### src/rtl/fifo_rd_stream.sv
// fifo_rd_stream: read-side controller placed directly after sync_fifo.
// It issues read_req in bursts and captures read_data into a 2-entry
// output buffer. The buffer drains to the consumer as a valid/ready stream.
// A timeout starts a drain burst when only residual words remain.
//
// Optional feature: define FIFO_RD_STREAM_CHKSUM_EN to build the running
// rotate-xor checksum. Without it, chksum is tied to zero.
//
// Ports:
//   clk, reset_n            clock, async active-low reset
//   flush                   synchronous clear (shared with sync_fifo)
//   fifo_empty/fifo_aempty  FIFO status
//   read_req                read strobe to FIFO
//   read_data/rdata_valid   FIFO read return (1-cycle latency)
//   out_data/out_valid      stream head / buffer non-empty
//   out_ready               consumer accept
//   word_count              delivered words (wraps)
//   busy                    FSM active, or buffer/in-flight non-empty
//   err_ovf                 sticky: return word dropped on a full buffer
//   chksum                  running checksum of delivered words
//
// state   | meaning
// --------+-------------------------------------------------------------
// S_IDLE  | no reads; timeout counts residual-data cycles
// S_BURST | issue reads while buffer space allows, up to BURST_LEN
module fifo_rd_stream #(
  parameter int DATA_WIDTH = 16,
  parameter int BURST_LEN  = 4,
  parameter int TIMEOUT    = 8
) (
  input  logic                  clk,
  input  logic                  reset_n,
  input  logic                  flush,
  input  logic                  fifo_empty,
  input  logic                  fifo_aempty,
  output logic                  read_req,
  input  logic [DATA_WIDTH-1:0] read_data,
  input  logic                  rdata_valid,
  output logic [DATA_WIDTH-1:0] out_data,
  output logic                  out_valid,
  input  logic                  out_ready,
  output logic [15:0]           word_count,
  output logic                  busy,
  output logic                  err_ovf,
  output logic [DATA_WIDTH-1:0] chksum
);

  typedef enum logic {S_IDLE, S_BURST} state_t;

  localparam logic [3:0] BURST_LAST = 4'(BURST_LEN - 1);
  localparam logic [7:0] TMO_LAST   = 8'(TIMEOUT - 1);

  state_t                state_q, state_d;
  logic [3:0]            burst_cnt_q, burst_cnt_d;
  logic [7:0]            tmo_cnt_q, tmo_cnt_d;
  logic                  inflight_q, inflight_d;
  logic                  discard_q, discard_d;
  logic [1:0]            occ_q, occ_d;
  logic [DATA_WIDTH-1:0] buf0_q, buf0_d, buf1_q, buf1_d;
  logic [15:0]           word_count_q, word_count_d;
  logic                  err_ovf_q, err_ovf_d;
  logic                  pop, push, drop;
  logic [2:0]            avail;

  // FSM, counters and read strobe.
  always_comb begin
    pop         = (occ_q != 2'd0) & out_ready;
    // Buffer slots committed after this cycle; the pop frees one now,
    // which is what lets a full buffer resume reads as soon as ready returns.
    avail       = 3'(occ_q) + 3'(inflight_q) - 3'(pop);
    read_req    = 1'b0;
    state_d     = state_q;
    burst_cnt_d = burst_cnt_q;
    tmo_cnt_d   = tmo_cnt_q;
    case (state_q)
      S_IDLE: begin
        burst_cnt_d = '0;
        if (fifo_empty)       tmo_cnt_d = '0;
        else if (fifo_aempty) tmo_cnt_d = tmo_cnt_q + 8'd1;
        // The TIMEOUT-th residual cycle moves to BURST, so the first read
        // lands in cycle TIMEOUT+1.
        if (~fifo_aempty | (~fifo_empty & fifo_aempty & (tmo_cnt_q == TMO_LAST))) begin
          state_d   = S_BURST;
          tmo_cnt_d = '0;
        end
      end
      S_BURST: begin
        read_req = ~fifo_empty & (avail < 3'd2);
        if (read_req) burst_cnt_d = burst_cnt_q + 4'd1;
        if (fifo_empty | (read_req & (burst_cnt_q == BURST_LAST))) state_d = S_IDLE;
      end
      default: state_d = S_IDLE;
    endcase
    if (flush) begin
      // A read during flush would target a FIFO that is being cleared.
      read_req    = 1'b0;
      state_d     = S_IDLE;
      burst_cnt_d = '0;
      tmo_cnt_d   = '0;
    end
    inflight_d = read_req & ~fifo_empty;
    discard_d  = flush;
  end

  // Output buffer: buf0 is the head, buf1 the second entry.
  always_comb begin
    push         = rdata_valid & ~discard_q & ((occ_q != 2'd2) | pop);
    drop         = rdata_valid & ~discard_q & (occ_q == 2'd2) & ~pop;
    buf0_d       = buf0_q;
    buf1_d       = buf1_q;
    occ_d        = occ_q;
    case ({push, pop})
      2'b10: begin
        if (occ_q == 2'd0) buf0_d = read_data;
        else               buf1_d = read_data;
        occ_d = occ_q + 2'd1;
      end
      2'b01: begin
        buf0_d = buf1_q;
        occ_d  = occ_q - 2'd1;
      end
      2'b11: begin
        if (occ_q == 2'd1) begin
          buf0_d = read_data;
        end else begin
          buf0_d = buf1_q;
          buf1_d = read_data;
        end
      end
      default: ;
    endcase
    err_ovf_d    = err_ovf_q | drop;
    word_count_d = word_count_q + 16'(pop);
    if (flush) begin
      occ_d        = '0;
      err_ovf_d    = 1'b0;
      word_count_d = '0;
    end
  end

  always_ff @(posedge clk or negedge reset_n) begin
    if (!reset_n) begin
      state_q      <= S_IDLE;
      burst_cnt_q  <= '0;
      tmo_cnt_q    <= '0;
      inflight_q   <= 1'b0;
      discard_q    <= 1'b0;
      occ_q        <= '0;
      buf0_q       <= '0;
      buf1_q       <= '0;
      word_count_q <= '0;
      err_ovf_q    <= 1'b0;
    end else begin
      state_q      <= state_d;
      burst_cnt_q  <= burst_cnt_d;
      tmo_cnt_q    <= tmo_cnt_d;
      inflight_q   <= inflight_d;
      discard_q    <= discard_d;
      occ_q        <= occ_d;
      buf0_q       <= buf0_d;
      buf1_q       <= buf1_d;
      word_count_q <= word_count_d;
      err_ovf_q    <= err_ovf_d;
    end
  end

`ifdef FIFO_RD_STREAM_CHKSUM_EN
  logic [DATA_WIDTH-1:0] chksum_q, chksum_d;

  always_comb begin
    chksum_d = chksum_q;
    if (flush)    chksum_d = '0;
    else if (pop) chksum_d = {chksum_q[DATA_WIDTH-2:0], chksum_q[DATA_WIDTH-1]} ^ buf0_q;
  end

  always_ff @(posedge clk or negedge reset_n) begin
    if (!reset_n) chksum_q <= '0;
    else          chksum_q <= chksum_d;
  end

  assign chksum = chksum_q;
`else
  assign chksum = '0;
`endif

  assign out_data   = buf0_q;
  assign out_valid  = (occ_q != 2'd0);
  assign word_count = word_count_q;
  assign err_ovf    = err_ovf_q;
  assign busy       = (state_q == S_BURST) | (occ_q != 2'd0) | inflight_q;

endmodule

### config.mk
export PLATFORM = sky130hd
export DESIGN_NAME = fifo_rd_stream
export DESIGN_NICKNAME = d
export VERILOG_FILES = /design/src/rtl/fifo_rd_stream.sv
export SDC_FILE = /design/constraint.sdc
export NUM_CORES = 1
export LEC_CHECK = 0
export ABC_AREA = 1
export BUFFER_PORTS_ARGS = -buffer_cell sky130_fd_sc_hd__buf_4
export CAP_MARGIN = 5
export CORE_MARGIN = 4
export CORE_UTILIZATION = 39
export CTS_CLUSTER_DIAMETER = 40
export CTS_CLUSTER_SIZE = 10
export DETAILED_ROUTE_END_ITERATION = 12
export PLACE_DENSITY_LB_ADDON = 0.1
export SYNTH_ARGS = -nofsm -noshare
export SYNTH_HDL_FRONTEND = slang
export SYNTH_SLANG_ARGS = --single-unit
### constraint.sdc
create_clock -name clk -period 4.8 [get_ports clk]
set_clock_uncertainty 0.2 [all_clocks]
set_input_delay 0.72 -clock clk [delete_from_list [all_inputs] [get_ports clk]]
set_output_delay 0.72 -clock clk [all_outputs]
set_load 0.05 [all_outputs]
* Word-level counts from Yosys, hierarchy flattened *
Cells that the tools add are included.

storage, ports and cells
  register bits = 66
  input bits = 23
  output and inout port bits = 52
  word-level logic and storage cells = 85

operators by class
  $add $sub $neg = 7
  order comparisons = 1
  eq/ne operators = 13
  multiplexer cells = 24
  bitwise operators = 21
  reductions and logical operators = 9

operators with widths
  operator                                                                number
  16-bit two-way mux                                                      5
  16-bit case mux with 3 select lines                                     1
  8-bit two-way mux                                                       5
  16-bit case mux with 2 select lines                                     1
  16-bit by 1-bit adder with 16-bit output                                1
  1-bit AND                                                               10
  2-bit != test (second input constant)                                   5
  8-bit by 1-bit adder with 8-bit output (second input constant)          1
  8-bit by 3-bit equality test with 1-bit output (second input constant)  1
  4-bit two-way mux                                                       2
  4-bit case mux with 2 select lines                                      1
  2-bit equality test (second input constant)                             3
  1-bit two-way mux                                                       6
  1-bit OR                                                                6
  3-bit nonzero test                                                      2
  1-bit NOT                                                               5
  4-bit by 1-bit adder with 4-bit output (second input constant)          1
  2-bit by 1-bit equality test with 1-bit output (second input constant)  2
  4-bit by 2-bit equality test with 1-bit output (second input constant)  1
  2-bit case mux with 2 select lines                                      1
  2-bit AND reduction                                                     2
  2-bit nonzero test                                                      2
  4-bit nonzero test                                                      1
  2-bit by 1-bit adder with 3-bit output                                  1
  other kinds (9)                                                         9

* Logic depth before layout (Yosys ltp) *
Gate-level depths: netlist of run 1.

  word-level depth = 10
  mapped depth = 12
  depth with buffers taken out = 12

* Worst setup path before layout of run 1 *
OpenSTA, ideal clock, no wires.

  path type = register to output
  start = reg occ_q[1]
  end = out read_req
  data arrival time = 2774 ps
  required time = 3880 ps
  setup slack = 1106 ps
  stages on the path, launching flop included = 9
  path buffers = 0
  cell sequence = dfrtp_1 inv_2 ha_1 nor2_4 ha_1 or2_2 fa_1 nand4_1 nor2_2

on the way
  longest elaborated chain between the ends = 7
  elaborated cells on any way between the ends = 8
  classes of those cells = add/sub (2); order compare (1); mux (2); bitwise (2); reduce/logical (1)

RTL lines
  what                                                                            RTL line  RTL
  start: declaration                                                              58        logic [1:0] occ_q, occ_d;
  start signal: assignment                                                        148       occ_q <= '0;
  start signal: assignment                                                        159       occ_q <= occ_d;
  branches (longest 2 deep; another with 2-bit by 1-bit adder with 3-bit output)  n/a
  3-bit by 1-bit subtractor with 3-bit output *                                   70        avail = 3'(occ_q) + 3'(inflight_q) - 3'(pop);
  3-bit by 2-bit less-than comparator with 1-bit output *                         88        read_req = ~fifo_empty & (avail < 3'd2);
  1-bit AND *                                                                     88
  1-bit two-way mux *                                                             75        case (state_q)
  1-bit two-way mux *                                                             94        if (flush) begin
  end: declaration                                                                36        output logic read_req,

Mark *: on every way between the ends.

* Worst setup path in the final report of run 1 *
Ends and elaborated chain as after synthesis.

==> results_dict.tcl, run 1 <==
set metrics [dict create \
    portBuffers 58 \
    worstPathArrival_ns 3.29 \
    cp-end-kind "output port" \
    cts_max_level 3 \
    antenna_found_initial 0 \
    crit_required_ns 3.88 \
    die-area_sq_um 11000 \
    postSynthCellCount 474 \
    stdcell_count 649 \
    synthTopCellsByCount "nand2_1 (147), dfrtp_1 (66), inv_1 (62), nor2_1 (50), nand3_1 (36)" \
    nets 565 \
    crit_path_frequent_cell "ha_1" \
    outcome "finished, final reports clean" \
    grt_usage_pct 15.3 \
    hold_depth 1 \
    cts_tree "done" \
    via_per_inst 4.59 \
    hold_violations 0 \
    initial_core_util_pct 39.8 \
    drt_wl_total_um 8060 \
    cts_resized 0 \
    max_stage_delay_ns 0.54 \
    cts_setup_buffers 0 \
    r2r_slack_ns 1.66 \
    post-dp-hpwl_um 5610 \
    clk_latency_ns 0.33 \
    ys_seq_area_share_pct 45.1 \
    grt_pass1_vias 2796 \
    vias 2982 \
    place_inst 633 \
    core_area_sq_um 9200 \
    path_clk_slew_ns 0.07 \
    first_pass_iters 4 \
    row_count 35 \
    whs_ns 0.247 \
    synth_edf_count 0 \
    drc 0 \
    synth_largest_area_cell "dfrtp_1" \
    leakage_nw 2.25 \
    grt_pass1_wl_um 13700 \
    first_iter_violations 104 \
    yosys.cell_types.count 31 \
    path_max_fanout 7 \
    max_clock_freq_mhz 237 \
    ys_ff_latch 66 \
    cts_buffers 9 \
    cp.depth 9 \
    tightestPinTransition_ns 1.06 \
    die_w_um 105 \
    synth.most_common_cell "nand2_1" \
    worst-path-buf-inv 2 \
    numClockSinks 66 \
    syn_to_final_growth_pct 17.3 \
    cts_root_buf "clkbuf_8" \
    n_antenna_cell 0 \
    num_io_pins 75 \
    critPathSlowestCell "fa_1" \
    report.final.slew_viol_count 0 \
    rsz0062_at_grt "false" \
    peakVddDrop_uv 259 \
    cp-start-kind "flop" \
    tns_ns 0 \
    min_period_ns 4.21 \
    period_share_pct 87.8 \
    gp_congestion 0.783 \
    max-slew-margin-rel_pct 29.1 \
    synth-main-ff-cell "dfrtp_1" \
    clock_path_buffers 2 \
    r2r-end "burst_cnt_q[0]" \
    hold_class "flop to flop" \
    synthTopCellsByArea "dfrtp_1 (45%), nand2_1 (15%), inv_1 (6.4%)" \
    r2r-start "occ_q[1]" \
    grt-ovfl-total 0 \
    fp.dieH_um 105 \
    crit_end "read_req" \
    yosysWarnings 0 \
    powerDensity_nw_per_um2 512 \
    grt_max_degree 67 \
    crit_chain "inv_2 > ha_1 > nor2_4 > ha_1 > or2_2 > fa_1 > nand4_1 > nor2_2 > buf_4" \
    yosysTopAreaCellShare_pct 45.1 \
    cts_hold_buf 0 \
    routedWlPerCell_um 12.4 \
    drive_gt1_share_pct 19.9 \
    r2r_cells 10 \
    drv_cap 0 \
    path_class "flop to output port" \
    synthArstFlopShare_pct 100 \
    cp_top_family "simple AND/OR/NAND/NOR gates" \
    setup_viol 0 \
    synth_area_sq_um 3660 \
    crit_start "occ_q[1]" \
    synth_area_per_cell_sq_um 7.72 \
    final_antenna_net_count 0 \
]
-- sequential cells by signal, summed over array words and instances, names as in the netlist --
name	flops
buf1_q	16
burst_cnt_q	4
discard_q	1
err_ovf	1
inflight_q	1
occ_q	2
out_data	16
state_q	1
tmo_cnt_q	8
word_count	16
-- layout by cell type (no fill, tap or decap), types with 11 or more instances in the layout --
| cell | Yosys | layout |
|---|---|---|
| nand3_1 | 36 | 36 |
| clkbuf_8 | 0 | 11 |
| dfrtp_1 | 66 | 66 |
| o21ai_2 | 14 | 14 |
| inv_1 | 62 | 62 |
| conb_1 | 1 | 16 |
| buf_4 | 18 | 59 |
| nand2_1 | 147 | 147 |
| o21ai_0 | 17 | 17 |
| nor2_1 | 50 | 50 |
-- area by class of cell --
cell class | instances | area (sq um)
clock buffers | 11 | 151
clock inverters | 5 | 52.6
fillers | 981 | 4900
inverters | 68 | 258
multi-input cells | 329 | 1600
flip-flops and latches | 66 | 1650
well taps | 111 | 139
repair buffers | 59 | 443
-- layer usage --
layer	vias to the layer above	GRT usage, %	routed length, um
li1	1551	-	-
met3	5	4.32	301
met4	0	2.81	61
met5	-	0	0
met2	57	23.8	3620
met1	1369	21.3	4080
-- kinds of logic (layout without fill, tap and decap cells) --
logic type,count (synthesis),after routing,synth area share (%)
buf+inv,94,143,12.8
other cells,1,16,0.102
flops,66,66,45.1
xor+xnor,4,4,0.957
simple gates,252,252,29.0
fa+ha+maj,9,9,3.28
compound gates,48,48,8.78
-- worst min-delay path by stage --
stage | from | endpoint
after floorplan | reset_n | buf1_q[0]
after global placement | state_q | state_q
after detailed placement | state_q | state_q
after CTS | state_q | state_q
after global routing | state_q | state_q
final | state_q | state_q
-- power breakdown --
group	internal, mW	switching (mW)
Clock	0.266	0.210
Sequential	0.701	0.0845
Combinational	0.279	0.656
-- per-stage QoR --
step           util, %  total power [mW]  setup WS (ns)  area (sq um)
2_1_floorplan        -              1.52           1.11          3720
3_3_place_gp      44.5              1.73           1.00          4090
3_5_place_dp      44.5              1.74          0.917          4090
4_1_cts           46.7              2.23          0.543          4290
5_1_grt           46.7              2.35          0.316          4290
6_report          46.7              2.20          0.588          4290
No activity file was read; power rests on OpenSTA's default activity.
==> run 2: changes to the inputs <==
--- a/config.mk
+++ b/config.mk
@@ -13,7 +13,6 @@
 export CTS_CLUSTER_DIAMETER = 40
 export CTS_CLUSTER_SIZE = 10
 export DETAILED_ROUTE_END_ITERATION = 12
-export PLACE_DENSITY_LB_ADDON = 0.1
 export SYNTH_ARGS = -nofsm -noshare
 export SYNTH_HDL_FRONTEND = slang
 export SYNTH_SLANG_ARGS = --single-unit
==> run 2 against run 1 <==
Net effect: first-iteration DRC count up 20%; via count is 2.0% higher; final area rose by 0.55%; routed wire length is 1.6% lower; largest power group unchanged; hold slack is essentially flat; register-to-register slack hardly changed; sequential share of layout area fell by 0.21 points; combinational power decreased by 0.4%; global-route usage is 0.16 points higher; setup slack improved by 0.0069 ns.
==> results_dict.tcl, run 2 (same netlist as run 1, synthesis figures left out) <==
set metrics [dict create \
    outcome "finished, final reports clean" \
    cp-start-kind "flop" \
    max_stage_delay_ns 0.54 \
    p_seq_share_pct 34.9 \
    mostFrequentLayoutCell "nand2_1" \
    critPathSlowestCell "fa_1" \
    drc 0 \
    hold_start "state_q" \
    row_count 35 \
    via_per_inst 4.69 \
    cp-end-kind "output port" \
    max-slew-margin-rel_pct 31.7 \
    post-dp-hpwl_um 5570 \
    initial_core_util_pct 39.8 \
    routedWlPerCell_um 12.2 \
    vias 3042 \
    cts_hold_buf 0 \
    syn_to_final_growth_pct 17.9 \
    cts_setup_buffers 0 \
    first_iter_violations 125 \
    worst-path-buf-inv 2 \
    drv_cap 0 \
    switching_power_mw 0.965 \
    crit_required_ns 3.88 \
    hold_violations 0 \
    drt_wl_total_um 7930 \
    max_clock_freq_mhz 238 \
    crit_start "occ_q[1]" \
    sw_frac_of_total_pct 42.9 \
    p_int_mw 1.29 \
    path_clk_slew_ns 0.07 \
    leakage_nw 2.26 \
    clk_latency_ns 0.34 \
    grt_max_degree 67 \
    layout_setup_ws_ns 0.594 \
    core_area_sq_um 9200 \
    clock_path_buffers 2 \
    cts_buffers 9 \
    worstPathArrival_ns 3.29 \
    nets 565 \
    fp.dieH_um 105 \
    final_cell_mix "nand2_1 (147), dfrtp_1 (66), inv_1 (62)" \
    grt-ovfl-total 0 \
    powerDensity_nw_per_um2 522 \
    numClockSinks 66 \
    path_max_fanout 7 \
    rsz0062_at_grt "false" \
    report.final.slew_viol_count 0 \
    die_w_um 105 \
    antenna_found_initial 0 \
    crit_chain "inv_2 > ha_1 > nor2_4 > ha_1 > or2_2 > fa_1 > nand4_1 > nor2_2 > buf_4" \
    r2r-start "occ_q[1]" \
    tns_ns 0 \
    pwr-share-clk_pct 23.7 \
    combPwrFrac_pct 41.3 \
    die-area_sq_um 11000 \
    path_class "flop to output port" \
    cts_max_level 3 \
    crit_path_frequent_cell "ha_1" \
    peakVddDrop_uv 209 \
    tightestPinTransition_ns 1.02 \
    cts_tree "done" \
    final_antenna_net_count 0 \
    grt_pass1_vias 2923 \
    period_share_pct 87.6 \
    grt_pass1_wl_um 13900 \
    min_period_ns 4.21 \
    setup_viol 0 \
    cts_root_buf "clkbuf_8" \
    gp_congestion 0.806 \
    hold_class "flop to flop" \
    portBuffers 58 \
    cts_resized 0 \
    first_pass_iters 4 \
    num_io_pins 75 \
    grt_usage_pct 15.4 \
    dp_slack_ns 0.956 \
    n_antenna_cell 0 \
    drive_gt1_share_pct 19.9 \
    cp_top_family "adder cells" \
]
-- run 2: cell types whose count changed in the layout (fill, tap and decap cells not counted) --
cell and delta:
clkbuf_8 -1, clkinv_4 +2, bufinv_16 +1, clkinv_2 -2
-- run 2: final timing paths --
check	end	slack, ns	cells past startpoint
worst max register to register	burst_cnt_q[0]	1.65	10
min in group asynchronous	buf1_q[12]	0.26	1
worst min-delay path	state_q	0.25	1
worst min register to register	state_q	0.25	1
max in group asynchronous	out_data[3]	3.55	1
worst max-delay path	read_req	0.59	9
-- run 2: stage by stage --
step                utilization [%]  hold WS, ns  cells  power, mW  instance area [sq um]
finish                         46.9        0.246    649       2.25                   4320
global route                   46.9        0.278    649       2.42                   4320
CTS                            46.9        0.251    649       2.28                   4320
detailed placement             44.5        0.242    633       1.74                   4090
global placement               44.5        0.234    633       1.72                   4090
floorplan                         -        0.221    489       1.52                   3720
-- run 2: routing by layer --
metal	vias to the layer above	global-route usage, %	part of all wire (%)
li1	1547	-	-
met1	1410	20.3	47
met2	77	25.1	47
met3	8	4.51	5.4
met4	0	3.66	0.76
met5	-	0	0
-- run 2: cell type report --
type	count	area, sq um
Fill cell	934	4880
Sequential cell	66	1650
Multi-Input combinational cell	329	1600
Timing Repair Buffer	59	443
Inverter	68	258
Tap cell	111	139
Clock buffer	10	138
Clock inverter	6	90.1
-- run 2: power groups by stage --
stage | Clock (mW) | Combinational (mW) | Sequential, mW
4_1_cts | 0.550 | 0.947 | 0.787
3_3_place_gp | 0 | 0.932 | 0.792
6_report | 0.534 | 0.931 | 0.787
5_1_grt | 0.572 | 1.04 | 0.809
3_5_place_dp | 0 | 0.944 | 0.797
2_1_floorplan | 0 | 0.487 | 1.03
